--- src/rtl/if_axi_rd_bridge_pkg.sv ---
`default_nettype none
// +--------------------------------------------------------------------------+
// | Package : if_axi_rd_bridge_pkg                                            |
// | Shared encodings for the fetch-side AXI4 read bridge: transfer sizes,     |
// | AXI burst/resp/prot codes, FSM states and the size alignment helper.      |
// | Revision: 1.0 - initial release                                           |
// +--------------------------------------------------------------------------+
package if_axi_rd_bridge_pkg;

   localparam logic [1:0] SIZE_B          = 2'd0;
   localparam logic [1:0] SIZE_H          = 2'd1;
   localparam logic [1:0] SIZE_W          = 2'd2;
   localparam logic [1:0] SIZE_D          = 2'd3;

   localparam logic [1:0] AXI_BURST_INCR  = 2'b01;

   localparam logic [1:0] AXI_RESP_OKAY   = 2'b00;
   localparam logic [1:0] AXI_RESP_EXOKAY = 2'b01;
   localparam logic [1:0] AXI_RESP_SLVERR = 2'b10;
   localparam logic [1:0] AXI_RESP_DECERR = 2'b11;

   // Instruction fetch, secure, unprivileged
   localparam logic [2:0] AXI_PROT_INST   = 3'b100;

   typedef enum logic [1:0] {
      ST_IDLE = 2'd0,
      ST_AR   = 2'd1,
      ST_R    = 2'd2,
      ST_DONE = 2'd3
   } rd_state_t;

   // True when the low address bits are a multiple of the transfer size
   function automatic logic is_aligned(input logic [2:0] addr_lo, input logic [1:0] size);
      logic ok;
      case (size)
         SIZE_B:  ok = 1'b1;
         SIZE_H:  ok = (addr_lo[0] == 1'b0);
         SIZE_W:  ok = (addr_lo[1:0] == 2'b00);
         default: ok = (addr_lo == 3'b000);
      endcase
      return ok;
   endfunction

endpackage
`default_nettype wire

--- src/rtl/if_rd_align.sv ---
`default_nettype none
// +--------------------------------------------------------------------------+
// | Module  : if_rd_align                                                     |
// | Right-aligns a 64-bit bus word to a byte address and reports whether the |
// | address is naturally aligned to the requested transfer size.             |
// | Revision: 1.0 - initial release                                           |
// +--------------------------------------------------------------------------+
module if_rd_align
   import if_axi_rd_bridge_pkg::*;
#(
   parameter int DATA_W = 64
) (
   input  logic [DATA_W-1:0] i_data,
   input  logic [2:0]        i_addr_lo,
   input  logic [1:0]        i_size,
   output logic [DATA_W-1:0] o_data,
   output logic              o_aligned
);

   // Byte-lane shift and alignment check, purely combinational
   always_comb begin
      o_data    = i_data >> {i_addr_lo, 3'b000};
      o_aligned = is_aligned(i_addr_lo, i_size);
   end

endmodule
`default_nettype wire

--- src/rtl/if_axi_rd_bridge.sv ---
`default_nettype none
// +--------------------------------------------------------------------------+
// | Module  : if_axi_rd_bridge                                                |
// | Fetch-unit to AXI4 read bridge: one single-beat AR/R transaction per     |
// | request, right-aligned read data, misaligned requests answered SLVERR.   |
// | Optional one-line read buffer enabled by macro IF_AXI_LINE_BUF_EN.       |
// | Revision: 1.0 - initial release                                           |
// +--------------------------------------------------------------------------+
module if_axi_rd_bridge
   import if_axi_rd_bridge_pkg::*;
#(
   parameter logic [3:0] AXI_ID = 4'd0,
   parameter int         ADDR_W = 64,
   parameter int         DATA_W = 64
) (
   input  logic              i_clk,
   input  logic              i_rst,
   input  logic              i_user_valid,
   input  logic [ADDR_W-1:0] i_user_addr,
   input  logic [1:0]        i_user_size,
   output logic              o_user_ready,
   output logic [DATA_W-1:0] o_user_data,
   output logic [1:0]        o_user_resp,
   input  logic              i_flush,
   output logic              o_axi_ar_valid,
   input  logic              i_axi_ar_ready,
   output logic [ADDR_W-1:0] o_axi_ar_addr,
   output logic [3:0]        o_axi_ar_id,
   output logic [7:0]        o_axi_ar_len,
   output logic [2:0]        o_axi_ar_size,
   output logic [1:0]        o_axi_ar_burst,
   output logic [2:0]        o_axi_ar_prot,
   input  logic              i_axi_r_valid,
   output logic              o_axi_r_ready,
   input  logic [DATA_W-1:0] i_axi_r_data,
   input  logic [1:0]        i_axi_r_resp,
   input  logic              i_axi_r_last
);

   rd_state_t         r_state;
   rd_state_t         w_state_nxt;
   logic [ADDR_W-1:0] r_addr;
   logic [1:0]        r_size;
   logic [DATA_W-1:0] r_data;
   logic [1:0]        r_resp;

   logic              w_in_r;
   logic              w_r_beat;
   logic              w_req;
   logic [DATA_W-1:0] w_al_src;
   logic [2:0]        w_al_addr;
   logic [1:0]        w_al_size;
   logic [DATA_W-1:0] w_al_data;
   logic              w_al_ok;
   logic              w_hit;
   logic [DATA_W-1:0] w_buf_data;
   logic              w_unused_ok;

   // One aligner serves both the R beat (latched address) and the IDLE-time
   // request check / buffer hit (live user address)
   always_comb begin
      w_in_r    = (r_state == ST_R);
      w_r_beat  = w_in_r && i_axi_r_valid;
      w_req     = (r_state == ST_IDLE) && i_user_valid;
      w_al_src  = w_in_r ? i_axi_r_data : w_buf_data;
      w_al_addr = w_in_r ? r_addr[2:0]  : i_user_addr[2:0];
      w_al_size = w_in_r ? r_size       : i_user_size;
   end

   if_rd_align #(
      .DATA_W    (DATA_W)
   ) u_align (
      .i_data    (w_al_src),
      .i_addr_lo (w_al_addr),
      .i_size    (w_al_size),
      .o_data    (w_al_data),
      .o_aligned (w_al_ok)
   );

`ifdef IF_AXI_LINE_BUF_EN
   logic              r_lb_valid;
   logic [ADDR_W-1:3] r_lb_tag;
   logic [DATA_W-1:0] r_lb_data;

   // Line buffer: filled by OKAY beats; flush wins over a same-cycle fill
   always_ff @(posedge i_clk) begin
      if (i_rst) begin
         r_lb_valid <= 1'b0;
         r_lb_tag   <= '0;
         r_lb_data  <= '0;
      end else if (i_flush) begin
         r_lb_valid <= 1'b0;
      end else if (w_r_beat) begin
         if (i_axi_r_resp == AXI_RESP_OKAY) begin
            r_lb_valid <= 1'b1;
            r_lb_tag   <= r_addr[ADDR_W-1:3];
            r_lb_data  <= i_axi_r_data;
         end else begin
            r_lb_valid <= 1'b0;
         end
      end
   end

   // Hit only for aligned requests; a flush in the same cycle forces a miss
   always_comb begin
      w_buf_data = r_lb_data;
      w_hit      = w_req && w_al_ok && r_lb_valid && !i_flush &&
                   (r_lb_tag == i_user_addr[ADDR_W-1:3]);
   end

   assign w_unused_ok = &{1'b0, i_axi_r_last};
`else
   // No buffer: every aligned request goes out on AXI
   always_comb begin
      w_buf_data = '0;
      w_hit      = 1'b0;
   end

   assign w_unused_ok = &{1'b0, i_axi_r_last, i_flush};
`endif

   // State register
   always_ff @(posedge i_clk) begin
      if (i_rst) r_state <= ST_IDLE;
      else       r_state <= w_state_nxt;
   end

   // Next state and state-decoded handshake outputs
   always_comb begin
      w_state_nxt    = r_state;
      o_axi_ar_valid = 1'b0;
      o_axi_r_ready  = 1'b0;
      o_user_ready   = 1'b0;
      case (r_state)
         ST_IDLE: begin
            if (i_user_valid) w_state_nxt = (w_al_ok && !w_hit) ? ST_AR : ST_DONE;
         end
         ST_AR: begin
            o_axi_ar_valid = 1'b1;
            if (i_axi_ar_ready) w_state_nxt = ST_R;
         end
         ST_R: begin
            o_axi_r_ready = 1'b1;
            if (i_axi_r_valid) w_state_nxt = ST_DONE;
         end
         ST_DONE: begin
            o_user_ready = 1'b1;
            w_state_nxt  = ST_IDLE;
         end
         default: w_state_nxt = ST_IDLE;
      endcase
   end

   // Request latch and completion data; data/resp hold until the next completion
   always_ff @(posedge i_clk) begin
      if (i_rst) begin
         r_addr <= '0;
         r_size <= SIZE_B;
         r_data <= '0;
         r_resp <= AXI_RESP_OKAY;
      end else begin
         if (w_req) begin
            if (!w_al_ok) begin
               r_data <= '0;
               r_resp <= AXI_RESP_SLVERR;
            end else if (w_hit) begin
               r_data <= w_al_data;
               r_resp <= AXI_RESP_OKAY;
            end else begin
               r_addr <= i_user_addr;
               r_size <= i_user_size;
            end
         end
         if (w_r_beat) begin
            r_data <= w_al_data;
            r_resp <= i_axi_r_resp;
         end
      end
   end

   assign o_user_data    = r_data;
   assign o_user_resp    = r_resp;
   assign o_axi_ar_addr  = r_addr;
   assign o_axi_ar_id    = AXI_ID;
   assign o_axi_ar_len   = 8'd0;
   assign o_axi_ar_size  = {1'b0, r_size};
   assign o_axi_ar_burst = AXI_BURST_INCR;
   assign o_axi_ar_prot  = AXI_PROT_INST;

endmodule
`default_nettype wire

--- config.mk ---
export PLATFORM = sky130hd
export DESIGN_NAME = if_axi_rd_bridge
export DESIGN_NICKNAME = d
export VERILOG_FILES = /design/src/rtl/if_axi_rd_bridge_pkg.sv /design/src/rtl/if_rd_align.sv /design/src/rtl/if_axi_rd_bridge.sv
export SDC_FILE = /design/constraint.sdc
export NUM_CORES = 1
export LEC_CHECK = 0
export CORE_MARGIN = 3
export CORE_UTILIZATION = 25
export CTS_BUF_LIST = sky130_fd_sc_hd__clkbuf_4
export CTS_CLUSTER_DIAMETER = 30
export DETAILED_ROUTE_END_ITERATION = 8
export GPL_ROUTABILITY_DRIVEN = 0
export SLEW_MARGIN = 10
export SYNTH_ARGS = -nofsm -noshare
export SYNTH_HDL_FRONTEND = slang
export SYNTH_SLANG_ARGS = --single-unit
--- constraint.sdc ---
create_clock -name i_clk -period 2.7 [get_ports i_clk]
set_clock_uncertainty 0.2 [all_clocks]
set_input_delay 0.54 -clock i_clk [delete_from_list [all_inputs] [get_ports i_clk]]
set_output_delay 0.54 -clock i_clk [all_outputs]
set_load 0.01 [all_outputs]
==> impl_metrics.sql <==
INSERT INTO impl_metrics (metric_group, metric, value, unit) VALUES
('route', 'final_antenna_net_count', '0', ''),
('pwr', 'switchingPower', '2.68', 'mW'),
('timing', 'max_slew_margin', '0.279', ''),
('setup_path', 'timing.setup.critical_path_class', 'reg -> out', ''),
('placed_design', 'post-dp-hpwl', '19400', 'um'),
('route', 'detail_route.first_pass.iterations', '5', ''),
('timing', 'finalWorstPathRequiredPeriod', '2490', 'ps'),
('pwr', 'max_vdd_drop', '0.000298', 'V'),
('pwr', 'sequentialPowerShare', '0.350', ''),
('pwr', 'power_per_cell_area', '681', 'nW/um2'),
('cts', 'max-clock-path-buffers', '2', ''),
('route', 'post-route-drc-count', '0', ''),
('cells_and_area', 'number_of_nets_at_the_end_of_the_flow', '1153', ''),
('placed_design', 'inst_count_dp', '1366', ''),
('cells_and_area', 'stdcell_count', '1402', ''),
('cts', 'path_clk_slew', '140', 'ps'),
('pwr', 'comb_power_share', '0.451', ''),
('synth', 'synth_edf_count', '0', ''),
('synth', 'share_of_async_settable_or_async_resettable_flops_after_synthesis', '0', ''),
('grt', 'antenna_found_initial', '5', ''),
('hold_path', 'min-delay-start', 'i_rst', ''),
('grt', 'grt_first_pass_wirelength', '39300', 'um'),
('cts', 'cts_buffers', '17', ''),
('setup_path', 'worstPathBufferInverterCount', '2', ''),
('run', 'maxCapViolations', '0', ''),
('pwr', 'power.share.switching', '0.370', ''),
('cts', 'hold_buffers', '0', ''),
('cells_and_area', 'syn_to_final_growth', '50.3', '%'),
('pwr', 'p_clk_frac', '0.199', ''),
('grt', 'globalRoute.totalOverflow', '0', ''),
('synth', 'yosysTopAreaCell', 'sky130_fd_sc_hd__dfxtp_1', ''),
('floorplan', 'die_area', '30500', 'um2'),
('synth', 'synth_flop_cell', 'sky130_fd_sc_hd__dfxtp_1', ''),
('setup_path', 'critical_path_arrival', '1750', 'ps'),
('route', 'detail_route.wirelength', '26400', 'um'),
('floorplan', 'chipWidth', '175', 'um'),
('timing', 'rsz0062_at_grt', 'false', ''),
('placed_design', 'placement.io_buffers', '271', ''),
('setup_path', 'crit-reg2reg-launch', 'r_state[0]', ''),
('floorplan', 'rows', '61', ''),
('timing', 'final.hold.worst_slack', '134', 'ps'),
('floorplan', 'dieHeight', '175', 'um'),
('route', 'routed_wire_length_per_instance', '18.8', 'um'),
('synth', 'synth.ff_latch_count', '134', ''),
('synth', 'syn_avg_cell_area', '9.67', 'um2'),
('setup_path', 'worst_r2r_endpoint', 'o_user_data[33]', ''),
('route', 'detailroute.via_count', '6523', ''),
('pwr', 'power.leakage', '4.15', 'nW'),
('synth', 'synth_sequential_area_ratio', '0.378', ''),
('floorplan', 'core_area', '27900', 'um2'),
('setup_path', 'timing.critical_path.max_delay_family', 'buffers and inverters', ''),
('outcome', 'status', 'finished clean', ''),
('floorplan', 'boundaryPins', '292', ''),
('setup_path', 'reg2reg_setup_slack', '240', 'ps'),
('setup_path', 'timing.reg2reg.worst_path_depth', '9', ''),
('cells_and_area', 'share_of_cells_above_drive_strength_1', '0.0998', ''),
('timing', 'max_slew_violation_count', '0', ''),
('setup_path', 'cp.depth', '3', ''),
('cells_and_area', 'layout.core_utilization', '0.383', ''),
('timing', 'worst_pin_slew', '1080', 'ps'),
('pwr', 'internal-power', '4.58', 'mW'),
('timing', 'final.period_utilization', '0.923', ''),
('pwr', 'fin_total_pwr', '7.26', 'mW'),
('timing', 'hold_viol', '0', ''),
('setup_path', 'cp_data_required_time', '1960', 'ps'),
('setup_path', 'critical_path_peak_fanout', '4', ''),
('synth', 'yosysTopAreaCellShare', '0.378', ''),
('timing', 'max_freq', '0.401', 'GHz'),
('synth', 'synth_common_cells', 'sky130_fd_sc_hd__dfxtp_1, sky130_fd_sc_hd__nand2b_1, sky130_fd_sc_hd__mux2i_1', ''),
('route', 'via_cell_ratio', '4.65', ''),
('cts', 'clkLatencyLatePin', '540', 'ps');
==> final cells by class <==
cell class	count	area [um2]
repair buffers	317	3160
multi-input cells	517	3970
diodes	2	5.00
well taps	378	473
clock inverters	14	149
inverters	22	82.6
fillers	2816	17200
flip-flops and latches	134	2690
clock buffers	18	135
==> sequential cells by signal, summed over array words and instances (netlist names) <==
name / count
o_axi_ar_addr: 64
o_user_data: 64
o_user_resp: 2
r_size: 2
r_state: 2
==> layout by cell type (no fill, tap or decap), types with 3 or more instances in the layout <==
cell                              instances
sky130_fd_sc_hd__clkdlybuf4s50_1        269
sky130_fd_sc_hd__nand2b_1               134
sky130_fd_sc_hd__dfxtp_1                130
sky130_fd_sc_hd__mux2i_1                116
sky130_fd_sc_hd__nor2_1                  38
sky130_fd_sc_hd__buf_4                   36
sky130_fd_sc_hd__a22o_1                  25
sky130_fd_sc_hd__inv_1                   22
sky130_fd_sc_hd__a21oi_1                 19
sky130_fd_sc_hd__o2bb2ai_1               18
sky130_fd_sc_hd__conb_1                  18
sky130_fd_sc_hd__clkbuf_4                18
sky130_fd_sc_hd__nand2_1                 17
sky130_fd_sc_hd__o21ai_0                 15
sky130_fd_sc_hd__a211oi_1                11
sky130_fd_sc_hd__mux4_2                  11
sky130_fd_sc_hd__o22ai_1                 10
sky130_fd_sc_hd__nor2b_1                  9
sky130_fd_sc_hd__buf_12                   8
sky130_fd_sc_hd__and2_1                   7
sky130_fd_sc_hd__a221o_1                  7
sky130_fd_sc_hd__a22oi_1                  6
sky130_fd_sc_hd__o221ai_1                 6
sky130_fd_sc_hd__a311o_1                  6
sky130_fd_sc_hd__a32o_1                   6
sky130_fd_sc_hd__inv_6                    5
sky130_fd_sc_hd__ha_1                     4
sky130_fd_sc_hd__nor3_1                   3
sky130_fd_sc_hd__clkinvlp_4               3
==> metrics by stage <==
step / setup WS, ps / area (um2) / TNS [ps]
after floorplan: 409 / 7160 / 0
after global placement: -160 / 10300 / -15030
after detailed placement: -186 / 10300 / -17690
after CTS: 2.52 / 10600 / 0
after global routing: 47.2 / 10700 / 0
final: 208 / 10700 / 0
==> repair_timing <==
| action | 4_1_cts | 5_1_grt |
|---|---|---|
| pin swaps | 0 | 0 |
| setup buffers | 0 | 2 |
| gates resized for setup | 5 | 2 |
| endpoints found under the setup margin | 1 | 4 |
==> power groups by stage <==
stage	Clock [mW]	Sequential, mW	Combinational [mW]
after global routing	1.58	2.59	3.53
after floorplan	0	2.66	1.66
after global placement	0	2.58	3.23
final	1.45	2.54	3.28
after CTS	1.51	2.56	3.27
after detailed placement	0	2.59	3.23
==> logic make-up (layout without fill, tap and decap cells) <==
logic type / after synthesis / count (layout) / share of synthesized area
buffers and inverters: 99 / 371 / 0.0765
AO/OA/AOI/OAI: 143 / 143 / 0.156
flip-flops: 134 / 134 / 0.378
adder cells (fa/ha/maj): 5 / 5 / 0.00881
multiplexers: 128 / 128 / 0.200
AND/OR/NAND/NOR: 223 / 223 / 0.180
other: 2 / 20 / 0.00106
==> worst max-delay path by stage <==
stage	from	endpoint	slack [ps]
2_1_floorplan	r_state[0]	o_user_data[40]	410
3_3_place_gp	i_user_addr[0]	o_user_data[20]	-160
3_5_place_dp	i_user_addr[0]	o_user_data[17]	-190
4_1_cts	o_axi_ar_addr[2]	o_axi_ar_addr[2]	3
5_1_grt	r_state[0]	o_axi_ar_addr[50]	50
6_report	r_state[1]	o_axi_ar_valid	210
==> metal layers <==
metal / up-vias / track usage / part of all wire
li1: 3118 / - / -
met1: 3064 / 0.202 / 0.42
met2: 311 / 0.281 / 0.47
met3: 24 / 0.0642 / 0.10
met4: 6 / 0.0419 / 0.011
met5: - / 0 / 0.0016
No activity file was read; power rests on OpenSTA's default activity.
